$ cat src/rtl/ac_inverse_gen_pkg.sv
// Shared constants for the haze-removal pipeline: fixed-point widths, the
// haze-retention factor and the inverse-generator FSM encoding.
package ac_inverse_gen_pkg;

    localparam int Q16_W = 16;
    localparam int PIX_W = 8;

    // omega = 0.9 in Q0.16
    localparam logic [Q16_W-1:0] HAZE_OMEGA_Q16 = 16'd58982;

    localparam logic [1:0] ST_IDLE  = 2'd0;
    localparam logic [1:0] ST_DIV   = 2'd1;
    localparam logic [1:0] ST_STORE = 2'd2;
    localparam logic [1:0] ST_DONE  = 2'd3;

endpackage

$ cat src/rtl/serial_divider_u16_u8.sv
// Restoring serial divider: unsigned DIV_BITS-bit dividend by 8-bit divisor,
// one quotient bit per cycle, MSB first.
module serial_divider_u16_u8
    import ac_inverse_gen_pkg::*;
#(
    parameter int DIV_BITS = Q16_W
) (
    input  logic                clk,
    input  logic                rst_n,
    input  logic                load,
    input  logic [DIV_BITS-1:0] dividend,
    input  logic [PIX_W-1:0]    divisor,
    output logic [DIV_BITS-1:0] quotient,
    output logic                rdy
);

    localparam int CNT_W = $clog2(DIV_BITS + 1);

    logic [DIV_BITS-1:0] rem;
    logic [DIV_BITS-1:0] quo;
    logic [PIX_W:0]      dsr;
    logic [CNT_W-1:0]    cnt;

    logic [DIV_BITS:0]   partial;
    logic [DIV_BITS:0]   diff;

    // The remainder is always below the divisor, so a negative trial shows up
    // as a set top bit of the difference; no separate comparator is needed.
    always_comb begin
        partial = {rem, quo[DIV_BITS-1]};
        diff    = partial - {{(DIV_BITS - PIX_W){1'b0}}, dsr};
    end

    // NOTE: state is updated with non-blocking assignments only, so every
    // register here samples the pre-edge value of every other one.
    always_ff @(posedge clk or negedge rst_n) begin
        if (!rst_n) begin
            rem <= '0;
            quo <= '0;
            dsr <= '0;
            cnt <= '0;
        end else if (load) begin
            rem <= '0;
            quo <= dividend;
            dsr <= {1'b0, divisor};
            cnt <= CNT_W'(DIV_BITS);
        end else if (cnt != '0) begin
            if (!diff[DIV_BITS]) begin
                rem <= diff[DIV_BITS-1:0];
                quo <= {quo[DIV_BITS-2:0], 1'b1};
            end else begin
                rem <= partial[DIV_BITS-1:0];
                quo <= {quo[DIV_BITS-2:0], 1'b0};
            end
            cnt <= cnt - 1'b1;
        end
    end

    assign quotient = quo;
    assign rdy      = (cnt == '0);

endmodule

$ cat src/rtl/ac_inverse_gen.sv
// Per-frame generator of omega/Ac for R, G and B in Q0.16, using one shared
// serial divider and holding the results stable between updates.
module ac_inverse_gen
    import ac_inverse_gen_pkg::*;
#(
    parameter logic [Q16_W-1:0] OMEGA_Q16 = HAZE_OMEGA_Q16,
    parameter int               DIV_BITS  = Q16_W
) (
    input  logic             clk,
    input  logic             rst_n,
    input  logic             start,
    input  logic [PIX_W-1:0] Ac_R,
    input  logic [PIX_W-1:0] Ac_G,
    input  logic [PIX_W-1:0] Ac_B,
    output logic [Q16_W-1:0] Inv_AR,
    output logic [Q16_W-1:0] Inv_AG,
    output logic [Q16_W-1:0] Inv_AB,
    output logic             busy,
    output logic             done
);

    localparam int BIT_W = $clog2(DIV_BITS);

    logic [1:0]         state;
    logic [1:0]         ch;
    logic [BIT_W-1:0]   bit_cnt;
    logic [PIX_W-1:0]   ac_r_q, ac_g_q, ac_b_q;
    logic [Q16_W-1:0]   shadow_r, shadow_g;

    logic               accept;
    logic               div_load;
    logic [PIX_W-1:0]   div_divisor;
    logic [Q16_W-1:0]   div_quot;
    logic               div_rdy;
    logic [PIX_W-1:0]   cur_ac;
    logic [Q16_W-1:0]   q_final;

    // A new request is taken in DONE as well, giving the 52-cycle cadence.
    // NOTE: every signal driven here gets a default first, so no path through
    // the block leaves a value unassigned and no latch is inferred.
    always_comb begin
        accept      = start && (state == ST_IDLE || state == ST_DONE);
        div_load    = accept || (state == ST_STORE && div_rdy && ch != 2'd2);
        div_divisor = accept ? Ac_R : ((ch == 2'd0) ? ac_g_q : ac_b_q);
        cur_ac      = ac_b_q;
        case (ch)
            2'd0:    cur_ac = ac_r_q;
            2'd1:    cur_ac = ac_g_q;
            default: cur_ac = ac_b_q;
        endcase
        q_final = (cur_ac == '0) ? '1 : div_quot;
    end

    assign busy = (state == ST_DIV) || (state == ST_STORE);

    serial_divider_u16_u8 #(.DIV_BITS(DIV_BITS)) u_div (
        .clk      (clk),
        .rst_n    (rst_n),
        .load     (div_load),
        .dividend (OMEGA_Q16),
        .divisor  (div_divisor),
        .quotient (div_quot),
        .rdy      (div_rdy)
    );

    always_ff @(posedge clk or negedge rst_n) begin
        if (!rst_n) begin
            state    <= ST_IDLE;
            ch       <= 2'd0;
            bit_cnt  <= '0;
            ac_r_q   <= '0;
            ac_g_q   <= '0;
            ac_b_q   <= '0;
            shadow_r <= '0;
            shadow_g <= '0;
            Inv_AR   <= '0;
            Inv_AG   <= '0;
            Inv_AB   <= '0;
            done     <= 1'b0;
        end else begin
            case (state)
                ST_DIV: begin
                    bit_cnt <= bit_cnt + 1'b1;
                    if (bit_cnt == BIT_W'(DIV_BITS - 1)) state <= ST_STORE;
                end
                ST_STORE: begin
                    if (div_rdy) begin
                        bit_cnt <= '0;
                        case (ch)
                            2'd0: begin
                                shadow_r <= q_final;
                                ch       <= 2'd1;
                                state    <= ST_DIV;
                            end
                            2'd1: begin
                                shadow_g <= q_final;
                                ch       <= 2'd2;
                                state    <= ST_DIV;
                            end
                            default: begin
                                // Blue goes straight to the output so all
                                // three results land on the same edge that
                                // raises done.
                                Inv_AR <= shadow_r;
                                Inv_AG <= shadow_g;
                                Inv_AB <= q_final;
                                done   <= 1'b1;
                                state  <= ST_DONE;
                            end
                        endcase
                    end
                end
                default: begin
                    done <= 1'b0;
                    if (accept) begin
                        ac_r_q  <= Ac_R;
                        ac_g_q  <= Ac_G;
                        ac_b_q  <= Ac_B;
                        ch      <= 2'd0;
                        bit_cnt <= '0;
                        state   <= ST_DIV;
                    end else begin
                        state <= ST_IDLE;
                    end
                end
            endcase
        end
    end

endmodule

$ cat config.mk
export PLATFORM = sky130hd
export DESIGN_NAME = ac_inverse_gen
export DESIGN_NICKNAME = d
export VERILOG_FILES = /design/src/rtl/ac_inverse_gen_pkg.sv /design/src/rtl/serial_divider_u16_u8.sv /design/src/rtl/ac_inverse_gen.sv
export SDC_FILE = /design/constraint.sdc
export NUM_CORES = 1
export LEC_CHECK = 0
export CORE_MARGIN = 2
export CORE_UTILIZATION = 25
export CTS_CLUSTER_DIAMETER = 200
export CTS_CLUSTER_SIZE = 24
export DETAILED_ROUTE_END_ITERATION = 16
export GPL_TIMING_DRIVEN = 0
export MAX_ROUTING_LAYER = met4
export PLACE_DENSITY_LB_ADDON = 0.25
export SLEW_MARGIN = 0
export SYNTH_ARGS = -nofsm -noshare
export SYNTH_HDL_FRONTEND = slang
export SYNTH_SLANG_ARGS = --single-unit
$ cat constraint.sdc
create_clock -name clk -period 3.33 [get_ports clk]
set_input_delay 0.333 -clock clk [delete_from_list [all_inputs] [get_ports clk]]
set_output_delay 0.333 -clock clk [all_outputs]
set_load 0.05 [all_outputs]
# After elaboration in Yosys (flattened, before gate mapping)
# Index checks and enable logic that the tools add are counted.
# word_totals
output_inout_bits	50
regBits	158
input_bits	27
elab_cells	83
# op_classes
addsub	3
eq_ne	10
n_reduce_logical	24
n_bitwise	3
mux	27
# op_table
cell	n
two-way mux 16 bit	6
subtractor 17 x 8 -> 17 bit	1
two-way mux 8 bit	2
one-hot mux 8 bit (2 select lines)	1
one-hot mux 2 bit (2 select lines)	3
AND reduction 3 bit	4
two-way mux 2 bit	5
two-way mux 5 bit	2
logical NOT 8 bit	1
two-way mux 4 bit	2
one-hot mux 4 bit (2 select lines)	1
!= test 2 bit, second input constant	3
AND reduction 2 bit	3
logical NOT 5 bit	1
nonzero test 5 bit	1
subtractor 5 x 1 -> 5 bit, second input constant	1
adder 4 x 1 -> 4 bit, second input constant	1
equality test 2 x 1 -> 1 bit, second input constant	2
equality test 2 bit, second input constant	2
equality test 4 bit, second input constant	1
logical NOT 2 bit	2
two-way mux 1 bit	4
AND reduction 4 bit	1
nonzero test 2 bit	2
other kinds (8)	15

# Logic depth before layout (Yosys ltp)
# Gate-level depths: netlist of run 1.
# depth
ltp_word	5
ltp_mapped	11
depth_no_buf	10

# Hierarchy
# Synthesis of run 1 repeated with hierarchy kept, for this count alone.
# unflattened
cells_unflattened	735
hier_area_um2	7317.0
# by_module_without_submodules
module	cells_per_inst	area_per_inst_um2	n_inst	seq_area_each_um2
ac_inverse_gen	451	4690.7	1	2827.7
serial_divider_u16_u8	284	2626.3	1	1126.1

# Worst setup path after synthesis of run 1
# OpenSTA, ideal clock, no wires.
# synth_timing
kind	register to register
from	register u_div.quo[15], in the netlist u_div.quotient[15]
to	register u_div.rem[3]
path_slack_ps	806
stages_incl_launch_ff	12
setup_ps	126
required_time_ps	3204
arrival_time_ps	2398
synth_period_minus_slack_ps	2524
path_buffers	1
cell_sequence	dfrtp_1 inv_1 ha_1 inv_1 fa_1 a211oi_1 o21bai_1 and2b_4 nor3_4 buf_6 nor2_2 a221o_1
# synth_between
elab_chain_cells	4
# synth_rtl
element	line_no	source
start, declared	serial_divider_u16_u8.sv:20	logic [DIV_BITS-1:0] quo;
start signal, assigned	serial_divider_u16_u8.sv:44	quo <= dividend;
start signal, assigned	serial_divider_u16_u8.sv:50	quo <= {quo[DIV_BITS-2:0], 1'b1};
start signal, assigned	serial_divider_u16_u8.sv:53	quo <= {quo[DIV_BITS-2:0], 1'b0};
subtractor 17 x 8 -> 17 bit	serial_divider_u16_u8.sv:31	diff = partial - {{(DIV_BITS - PIX_W){1'b0}}, dsr};
two-way mux 16 bit	serial_divider_u16_u8.sv:48	if (!diff[DIV_BITS]) begin
two-way mux 16 bit	serial_divider_u16_u8.sv:47	end else if (cnt != '0) begin
two-way mux 16 bit	serial_divider_u16_u8.sv:42	end else if (load) begin
end signal, assigned	serial_divider_u16_u8.sv:49	rem <= diff[DIV_BITS-1:0];
end signal, assigned	serial_divider_u16_u8.sv:52	rem <= partial[DIV_BITS-1:0];
end, declared	serial_divider_u16_u8.sv:19	logic [DIV_BITS-1:0] rem;
# Every way passes these cells. The select of a mux whose other input is x is not followed.
# A chain may end at the register's enable or synchronous reset.

# Final worst setup path of run 1
# layout_timing
from	register u_div.quo[15], in the netlist u_div.quotient[15]
to	register u_div.rem[14]
# Same word-level chain as after synthesis.

==> results.md, run 1 <==
- Tot GR Track Use: 0.133
- Net count, final: 844
- Critical path's top delay family: compound AO/OA/AOI/OAI gates
- Fin util: 0.323
- Yosys cell types: 66
- Starting DRC count in detailed routing: 310
- Ys flop type: dfrtp_1
- Number of global-route vias before repair: 5439
- Ys async rst share: 1.00
- Max FO, Critical Path: 4
- Fmax: 345 MHz
- Crit-path most repeated cell: inv_1
- Worst path max stage delay: 0.42 ns
- Final Skew: 0.0129 ns
- Via Count: 5346
- Placement Rows: 61
- Die Y: 172 um
- Crit-path slowest cell: fa_1
- Max-cap check violation count: 0
- Synthesized Nets: 747
- Share of cells above drive strength 1: 0.105
- Fin crit period: 2.90 ns
- Crit path capture type: register
- Multi-input logic area: 2910 sq um
- Sequential Area: 3950 sq um
- CP Buf/Inv Count: 2
- Pins Over Slew Limit: 0
- Routed length on met1: 8.96 mm
- Worst IR Drop VDD: 0.358 mV
- Pin count of the biggest net entering global routing: 105
- Highest Signal Layer: met4
- DIE WIDTH: 172 um
- Core footprint: 27900 sq um
- Critical-path cell list: inv_1, ha_1, inv_1, fa_1, a211oi_1, nor2_1, a211oi_2, nand2_1, o211a_1, a211o_1
- Mean Syn Cell Area: 10.0 sq um
- Fin area: 9000 sq um
- Crit path kind: register to register
- Post-synth EDFFs: 0
- Hold Vio Cnt, Final: 0
- ANT cells: 0
- Worst Path Required: 3.65 ns
- Clk slew on worst S/H paths: 0.07 ns
- Met3 wire length: 693 um
- Worst min path class: input port to async pin
- Seq/Total Area, Yosys: 0.557
- Outcome: complete, no violations
- Layout fillers: 2904
- Remaining DRCs: 0
- Drt total wl: 18.2 mm
- First-pass GRT wire length: 29.5 mm
- Initial antenna violation count: 0
- WL/cell: 15.2 um
- GP Congestion: 0.798
- Ys Warns: 0
- Startpoint types: register
- RSZ-0062 raised after global routing: false
- Final Non-Filler Cells: 1195
- Crit path arrival time: 3.23 ns
- Initial Util: 0.255
- Power Density: 931 nW/um^2
- Clock tree root driver cell: clkbuf_16
- Sink Count: 158
- Pwr Total: 8.38 mW
- Placed wire-length estimate: 13.0 mm
- Final worst-path cycle share: 0.871
- Placed cell count: 1162
- Total congestion overflow: 0
- First-pass DRT Iterations: 6
- Via density: 4.47
- Synth-to-Final Area Change: 26.9%
- Cell area after synthesis: 7090 sq um
- Tightest Pin Transition: 0.807 ns
- Clk_lat worst skew: 0.44 ns
- Hold WS: 0.399 ns
- Rel. slew slack: 0.460
- Ports: 77
- Die Area: 29700 sq um
- H-tree levels: 4
- #FFs+latches synth: 158
- CTS tree: yes
- Num CTS Buffers: 17
- Deepest clock path buffer count: 2
- Post-synthesis cell count: 707
- Port bufs: 76
- Routed met2 length: 8.37 mm
- Area post-placement: 8360 sq um
- Antenna Nets Post-Route: 0
- Setup violations, final: 0
- Pleak: 4.12 nW
logic make-up after synthesis:
kind of cell / after synthesis / share of synthesized area
multiplexers: 49 / 0.0750
AO/OA/AOI/OAI: 150 / 0.132
buffers and inverters: 57 / 0.0326
XOR/XNOR: 7 / 0.00864
flip-flops: 158 / 0.557
adder cells (fa/ha/maj): 13 / 0.0240
AND/OR/NAND/NOR: 273 / 0.170
repair_timing:
action                    CTS  global route
hold endpoints to repair   54             0
buffers inserted            0             0
hold buffers                1             0
gates resized for setup     0             0
layout make-up:
class                           instances  area share
Tap cell                              378      0.0525
Inverter                               19     0.00792
Buffer                                 38      0.0178
Clock inverter                         14      0.0214
Multi-Input combinational cell        492       0.323
Timing Repair Buffer                   78      0.0892
Sequential cell                       158       0.439
Clock buffer                           18      0.0488
stage by stage:
step / worst slack, ns / setup TNS, ns
2_1_floorplan: 0.806 / 0
5_1_grt: 0.160 / 0
4_1_cts: 0.386 / 0
6_report: 0.428 / 0
3_5_place_dp: 0.427 / 0
3_3_place_gp: -4.94 / -777.32
registers in the layout (all words and copies together) (netlist names):
signal,cells
ch,2
ac_r_q,8
u_div.dsr,8
bit_cnt,4
ac_b_q,8
ac_g_q,8
Inv_AG,16
u_div.quotient,16
shadow_r,16
Inv_AR,16
shadow_g,16
done,1
u_div.rem,16
state,2
Inv_AB,16
u_div.cnt,5
routing by layer:
layer / vias to the layer above / GRT usage
met5: - / -
met4: 0 / 0.0373
met3: 16 / 0.0259
met2: 116 / 0.205
met1: 2569 / 0.178
li1: 2645 / -
report_power, final:
part           internal, mW  leakage [nW]  total, mW  switching (mW)
combinational          1.28          1.81       3.37            2.09
sequential             2.48          2.00       2.93           0.442
clock                  1.17         0.311       2.09           0.916
final timing paths:
check | from | endpoint | slack, ns | depth (start not counted)
worst max-delay path | u_div.quotient[15]$_DFFE_PN0P_ | u_div.rem[14]$_DFFE_PN0P_ | 0.43 | 10
worst min-delay path | rst_n | Inv_AR[6]$_DFFE_PN0P_ | 0.40 | 2
worst max register to register | u_div.quotient[15]$_DFFE_PN0P_ | u_div.rem[14]$_DFFE_PN0P_ | 0.43 | 10
worst min register to register | ac_r_q[5]$_DFFE_PN0P_ | ac_r_q[5]$_DFFE_PN0P_ | 0.47 | 2
max in group asynchronous | rst_n | ac_b_q[1]$_DFFE_PN0P_ | 2.04 | 3
min in group clk | Ac_B[4] | ac_b_q[4]$_DFFE_PN0P_ | 0.42 | 3
cell usage after synthesis (5+ instances only):
| master | instances | area, sq um |
|---|---|---|
| a32o_1 | 6 | 60.1 |
| o21ai_0 | 24 | 120 |
| buf_1 | 6 | 22.5 |
| clkbuf_1 | 27 | 101 |
| xor2_1 | 5 | 43.8 |
| a21oi_1 | 18 | 90.1 |
| nand3_1 | 13 | 65.1 |
| nor2_1 | 36 | 135 |
| mux2_2 | 32 | 360 |
| dfrtp_1 | 158 | 3950 |
| nor4_1 | 8 | 50.1 |
| mux2i_1 | 16 | 160 |
| o21ai_1 | 57 | 285 |
| and3_1 | 5 | 31.3 |
| o21a_1 | 10 | 75.1 |
| inv_1 | 18 | 67.6 |
| nand2_1 | 176 | 661 |
| nor3_1 | 7 | 35.0 |
| ha_1 | 12 | 150 |
placed cells by master, fill, tap and decap left out, types with 4 or more instances in the layout:
cell | netlist | layout
o21ai_0 | 24 | 24
nor3_1 | 7 | 7
a32o_1 | 6 | 6
a21oi_1 | 18 | 18
clkbuf_1 | 27 | 27
mux2_2 | 32 | 32
o21a_1 | 10 | 10
nand2_1 | 176 | 176
buf_1 | 6 | 6
o21ai_1 | 57 | 57
inv_8 | 0 | 5
clkdlybuf4s50_1 | 0 | 75
nor4_1 | 8 | 8
inv_1 | 18 | 18
and3_1 | 5 | 5
nor2_1 | 36 | 36
ha_1 | 12 | 12
mux2i_1 | 16 | 16
xor2_1 | 5 | 5
inv_6 | 0 | 4
clkbuf_16 | 0 | 17
nand3_1 | 13 | 13
dfrtp_1 | 158 | 158
a31oi_1 | 4 | 4
(Power assumes the default switching activity.)
==> run 2, diff against run 1 <==
- CAP_MARGIN: default -> 20
- PLACE_DENSITY_LB_ADDON: 0.25 -> default
==> run 2 against run 1 <==
Net effect: largest cell class unchanged; core utilization is 0.31 points lower; wire length fell by 4.3%; die area unchanged; sequential cell count unchanged; largest power group unchanged; register-to-register slack is essentially flat; sequential share of layout area grew 0.43 points; critical endpoint unchanged; global-route usage decreased by 0.71 points; worst hold slack better by 0.027 ns.
==> results.md, run 2 (same netlist as run 1, synthesis figures left out) <==
- Max-cap check violation count: 0
- Initial Util: 0.255
- GP Congestion: 0.782
- Synth-to-Final Area Change: 25.7%
- Net count, final: 844
- Drt total wl: 17.4 mm
- Post-place setup slack: 0.454 ns
- First-pass DRT Iterations: 5
- Clk_lat worst skew: 0.43 ns
- Setup ws final: 0.439 ns
- Clock tree root driver cell: clkbuf_16
- Placed wire-length estimate: 12.6 mm
- Share of cells above drive strength 1: 0.102
- FF-to-FF Start: u_div.quotient[15]$_DFFE_PN0P_
- Fin util: 0.320
- Number of global-route vias before repair: 5215
- Sink Count: 158
- Worst path depth: 10
- Final Skew: 0.0111 ns
- ANT cells: 0
- Pin count of the biggest net entering global routing: 93
- Ports: 77
- Clk slew on worst S/H paths: 0.07 ns
- Commonest cells after routing, fill and taps aside: nand2_1 (176), dfrtp_1 (158), clkdlybuf4s50_1 (75), o21ai_1 (57), nor2_1 (36)
- Startpoint types: register
- Port bufs: 76
- Max FO, Critical Path: 4
- Sequential Area: 3950 sq um
- Crit path capture type: register
- Worst Path Required: 3.64 ns
- Post-cts gate resize count: 0
- Hold Vio Cnt, Final: 0
- Num CTS Buffers: 17
- Power Density: 911 nW/um^2
- Tot GR Track Use: 0.126
- Deepest clock path buffer count: 2
- Final worst-path cycle share: 0.868
- Critical path's top delay family: compound AO/OA/AOI/OAI gates
- Hold WS: 0.426 ns
- Crit-path most repeated cell: inv_1
- Fin crit period: 2.89 ns
- Fmax: 346 MHz
- DIE WIDTH: 172 um
- Initial antenna violation count: 0
- Die Y: 172 um
- CP startpoint: u_div.quotient[15]$_DFFE_PN0P_
- Crit path arrival time: 3.20 ns
- Critical-path cell list: inv_1, ha_1, inv_1, fa_1, a211oi_1, nor2_1, a211oi_2, nand2_1, o211a_1, a211o_1
- Outcome: complete, no violations
- Setup violations, final: 0
- Commonest non-fill, non-tap cell in the layout: nand2_1
- Crit-path slowest cell: fa_1
- Via density: 4.51
- CP Buf/Inv Count: 2
- Worst IR Drop VDD: 0.450 mV
- R2R cell count: 10
- Worst path max stage delay: 0.41 ns
- CTS tree: yes
- Remaining DRCs: 0
- H-tree levels: 4
- Antenna Nets Post-Route: 0
- Layout fillers: 2877
- Endpoint of the worst-slack reg-to-reg timing path: u_div.rem[14]$_DFFE_PN0P_
- Core footprint: 27900 sq um
- Rel. slew slack: 0.449
- Total congestion overflow: 0
- Pins Over Slew Limit: 0
- Die Area: 29700 sq um
- Setup TNS Final: 0 ns
- Reg2reg setup slack: 0.44 ns
- Worst min path class: input port to async pin
- CP Capture Point: u_div.rem[14]$_DFFE_PN0P_
- First-pass GRT wire length: 28.1 mm
- Multi-input logic area: 2910 sq um
- Crit path kind: register to register
- WL/cell: 14.6 um
- RSZ-0062 raised after global routing: false
- Placement Rows: 61
- Pleak: 4.07 nW
- Via Count: 5385
- Pwr Total: 8.12 mW
- Tightest Pin Transition: 0.822 ns
- Starting DRC count in detailed routing: 342
==> run 2: final cells by class <==
class                           count  area share
Sequential cell                   158       0.444
Tap cell                          378      0.0531
Timing Repair Buffer               78      0.0901
Clock inverter                     12      0.0126
Clock buffer                       19      0.0486
Multi-Input combinational cell    492       0.326
Inverter                           19     0.00800
Buffer                             38      0.0180
==> run 2: timing repair <==
action                    in CTS  in global routing
buffers inserted               0                  0
hold buffers                   1                  0
hold endpoints to repair      66                  0
==> run 2: stage by stage <==
stage | cell area (sq um) | cells
floorplan | 7090 | 707
global placement | 8330 | 1161
detailed placement | 8360 | 1162
CTS | 8910 | 1194
global route | 8910 | 1194
finish | 8910 | 1194
==> run 2: how the worst min path moves through the flow <==
stage	startpoint	endpoint	cells past startpoint
detailed placement	rst_n	Inv_AR[4]$_DFFE_PN0P_	1
global placement	ac_r_q[0]$_DFFE_PN0P_	ac_r_q[0]$_DFFE_PN0P_	2
global route	Ac_B[7]	ac_b_q[7]$_DFFE_PN0P_	3
finish	rst_n	Inv_AR[5]$_DFFE_PN0P_	2
floorplan	rst_n	Inv_AB[0]$_DFFE_PN0P_	0
CTS	Ac_G[4]	ac_g_q[4]$_DFFE_PN0P_	3
==> run 2: layer usage <==
layer | track usage | share of wire | wire, um | vias to the layer above
met1 | 0.172 | 0.50 | 8630 | 2589
met2 | 0.191 | 0.45 | 7870 | 128
met3 | 0.0208 | 0.040 | 695 | 20
met4 | 0.0417 | 0.013 | 219 | 0
met5 | - | 0 | 0 | -
li1 | - | - | - | 2648
==> run 2: power breakdown <==
part	leakage [nW]	total, mW	switching (mW)	internal, mW
sequential	2.00	2.94	0.450	2.49
combinational	1.81	3.35	2.07	1.28
clock	0.264	1.84	0.808	1.03
==> run 3, diff against run 2 <==
- SLEW_MARGIN: 0 -> 40
==> run 3 against run 2 <==
Net effect: critical path depth unchanged; first-iteration DRC count decreased by 7.6%; clock skew decreased by 0.0013 ns; clock power increased by 11%; sequential cell count unchanged; sequential power about the same; worst hold slack got worse by 0.029 ns; cell area increased by 1.1%; critical path type unchanged; largest cell class unchanged.
==> results.md, run 3 (same netlist as run 1, synthesis figures left out) <==
- Worst Path Required: 3.64 ns
- Final Skew: 0.00986 ns
- First-pass GRT wire length: 28.4 mm
- Crit path kind: register to register
- Clock tree root driver cell: clkbuf_16
- Total congestion overflow: 0
- GP Congestion: 0.782
- Clk_lat worst skew: 0.43 ns
- Port bufs: 76
- H-tree levels: 4
- Initial antenna violation count: 0
- RSZ-0062 raised after global routing: false
- Synth-to-Final Area Change: 27.1%
- First-pass DRT Iterations: 5
- Max-cap check violation count: 0
- Clk slew on worst S/H paths: 0.07 ns
- Tightest Pin Transition: 0.815 ns
- Worst IR Drop VDD: 0.434 mV
- Commonest non-fill, non-tap cell in the layout: nand2_1
- Fin area: 9010 sq um
- Die Y: 172 um
- Antenna Nets Post-Route: 0
- Via density: 4.49
- Pins Over Slew Limit: 0
- Pleak: 4.12 nW
- Crit path capture type: register
- Deepest clock path buffer count: 2
- Final worst-path cycle share: 0.866
- Fin crit period: 2.88 ns
- Area post-placement: 8390 sq um
- Outcome: complete, no violations
- ANT cells: 0
- Ports: 77
- Setup bufs post-CTS: 0
- Starting DRC count in detailed routing: 316
- Initial Util: 0.255
- Sink Count: 158
- Max FO, Critical Path: 4
- Rel. slew slack: 0.454
- Net count, final: 845
- Fmax: 347 MHz
- Worst min path class: input port to async pin
- WL/cell: 14.6 um
- Placed wire-length estimate: 12.7 mm
- Drt total wl: 17.4 mm
- Die Area: 29700 sq um
- Tot GR Track Use: 0.127
- Pin count of the biggest net entering global routing: 66
- Via Count: 5364
- Remaining DRCs: 0
- CTS tree: yes
- Num CTS Buffers: 17
- Commonest cells after routing, fill and taps aside: nand2_1 (176), dfrtp_1 (158), clkdlybuf4s50_1 (75), o21ai_1 (57), nor2_1 (36)
- Setup TNS Final: 0 ns
- Setup violations, final: 0
- Hold Vio Cnt, Final: 0
- Crit path arrival time: 3.19 ns
- Core footprint: 27900 sq um
- Placement Rows: 61
- Power Density: 925 nW/um^2
- DIE WIDTH: 172 um
- Startpoint types: register
- Number of global-route vias before repair: 5337
- Share of cells above drive strength 1: 0.105
run 3: cell count changes in the layout (fill, tap and decap cells not counted):
cell and change:
bufinv_16 +2, clkbuf_1 -2, clkinv_2 -2, inv_8 +2, buf_16 +1, clkbuf_8 +1
clkinvlp_4 -1
run 3: worst max-delay path, cell delays in order (launching register included):
cell	delay (ns)
dfrtp_1	0.38
inv_1	0.14
ha_1	0.19
inv_1	0.05
fa_1	0.41
a211oi_1	0.35
nor2_1	0.18
a211oi_2	0.34
nand2_1	0.20
o211a_1	0.25
a211o_1	0.27
run 3: report_power, final:
part	leakage, nW	switching [mW]	total, mW	internal (mW)
combinational	1.82	2.08	3.36	1.28
clock	0.301	0.832	2.05	1.21
sequential	2.00	0.444	2.93	2.49
run 3: final timing paths:
check / start / slack [ns] / cells after the start / endpoint
setup / recovery: u_div.quotient[15]$_DFFE_PN0P_ / 0.45 / 10 / u_div.rem[14]$_DFFE_PN0P_
hold / removal: rst_n / 0.40 / 2 / Inv_AR[4]$_DFFE_PN0P_
setup reg to reg: u_div.quotient[15]$_DFFE_PN0P_ / 0.45 / 10 / u_div.rem[14]$_DFFE_PN0P_
hold reg to reg: ac_r_q[4]$_DFFE_PN0P_ / 0.47 / 2 / ac_r_q[4]$_DFFE_PN0P_
max in group asynchronous: rst_n / 2.27 / 3 / ac_r_q[2]$_DFFE_PN0P_
min in group clk: Ac_G[4] / 0.43 / 3 / ac_g_q[4]$_DFFE_PN0P_
run 3: layout make-up:
type                       count  area (sq um)
fill                        2868         18800
sequential                   158          3950
multi-input combinational    492          2910
timing repair buffer          79           831
clock buffer                  18           439
inverter                      19          71.3
clock inverter                13           178
tap                          378           473
buffer                        38           160
run 3: what timing repair did:
action,CTS,global route
resized for setup,0,0
setup endpoints to repair,0,0
hold buffers,1,0
hold endpoints to repair,46,0
run 3: per-stage QoR:
step                power [mW]  hold WS [ns]  setup slack [ns]  cells  utilization
floorplan                 5.34        0.0374             0.806    707            -
global placement          6.25         0.451             -4.59   1161        0.299
detailed placement        6.34         0.265             0.461   1163        0.301
CTS                       8.41         0.396             0.433   1195        0.324
global route              8.97         0.436             0.303   1195        0.324
finish                    8.34         0.397             0.447   1195        0.324
run 3: layer usage:
metal	wire length [um]	track usage	up-vias
met2	7910	0.194	123
met3	775	0.0233	19
li1	-	-	2646
met1	8550	0.175	2576
met4	211	0.0347	0
met5	0	-	-
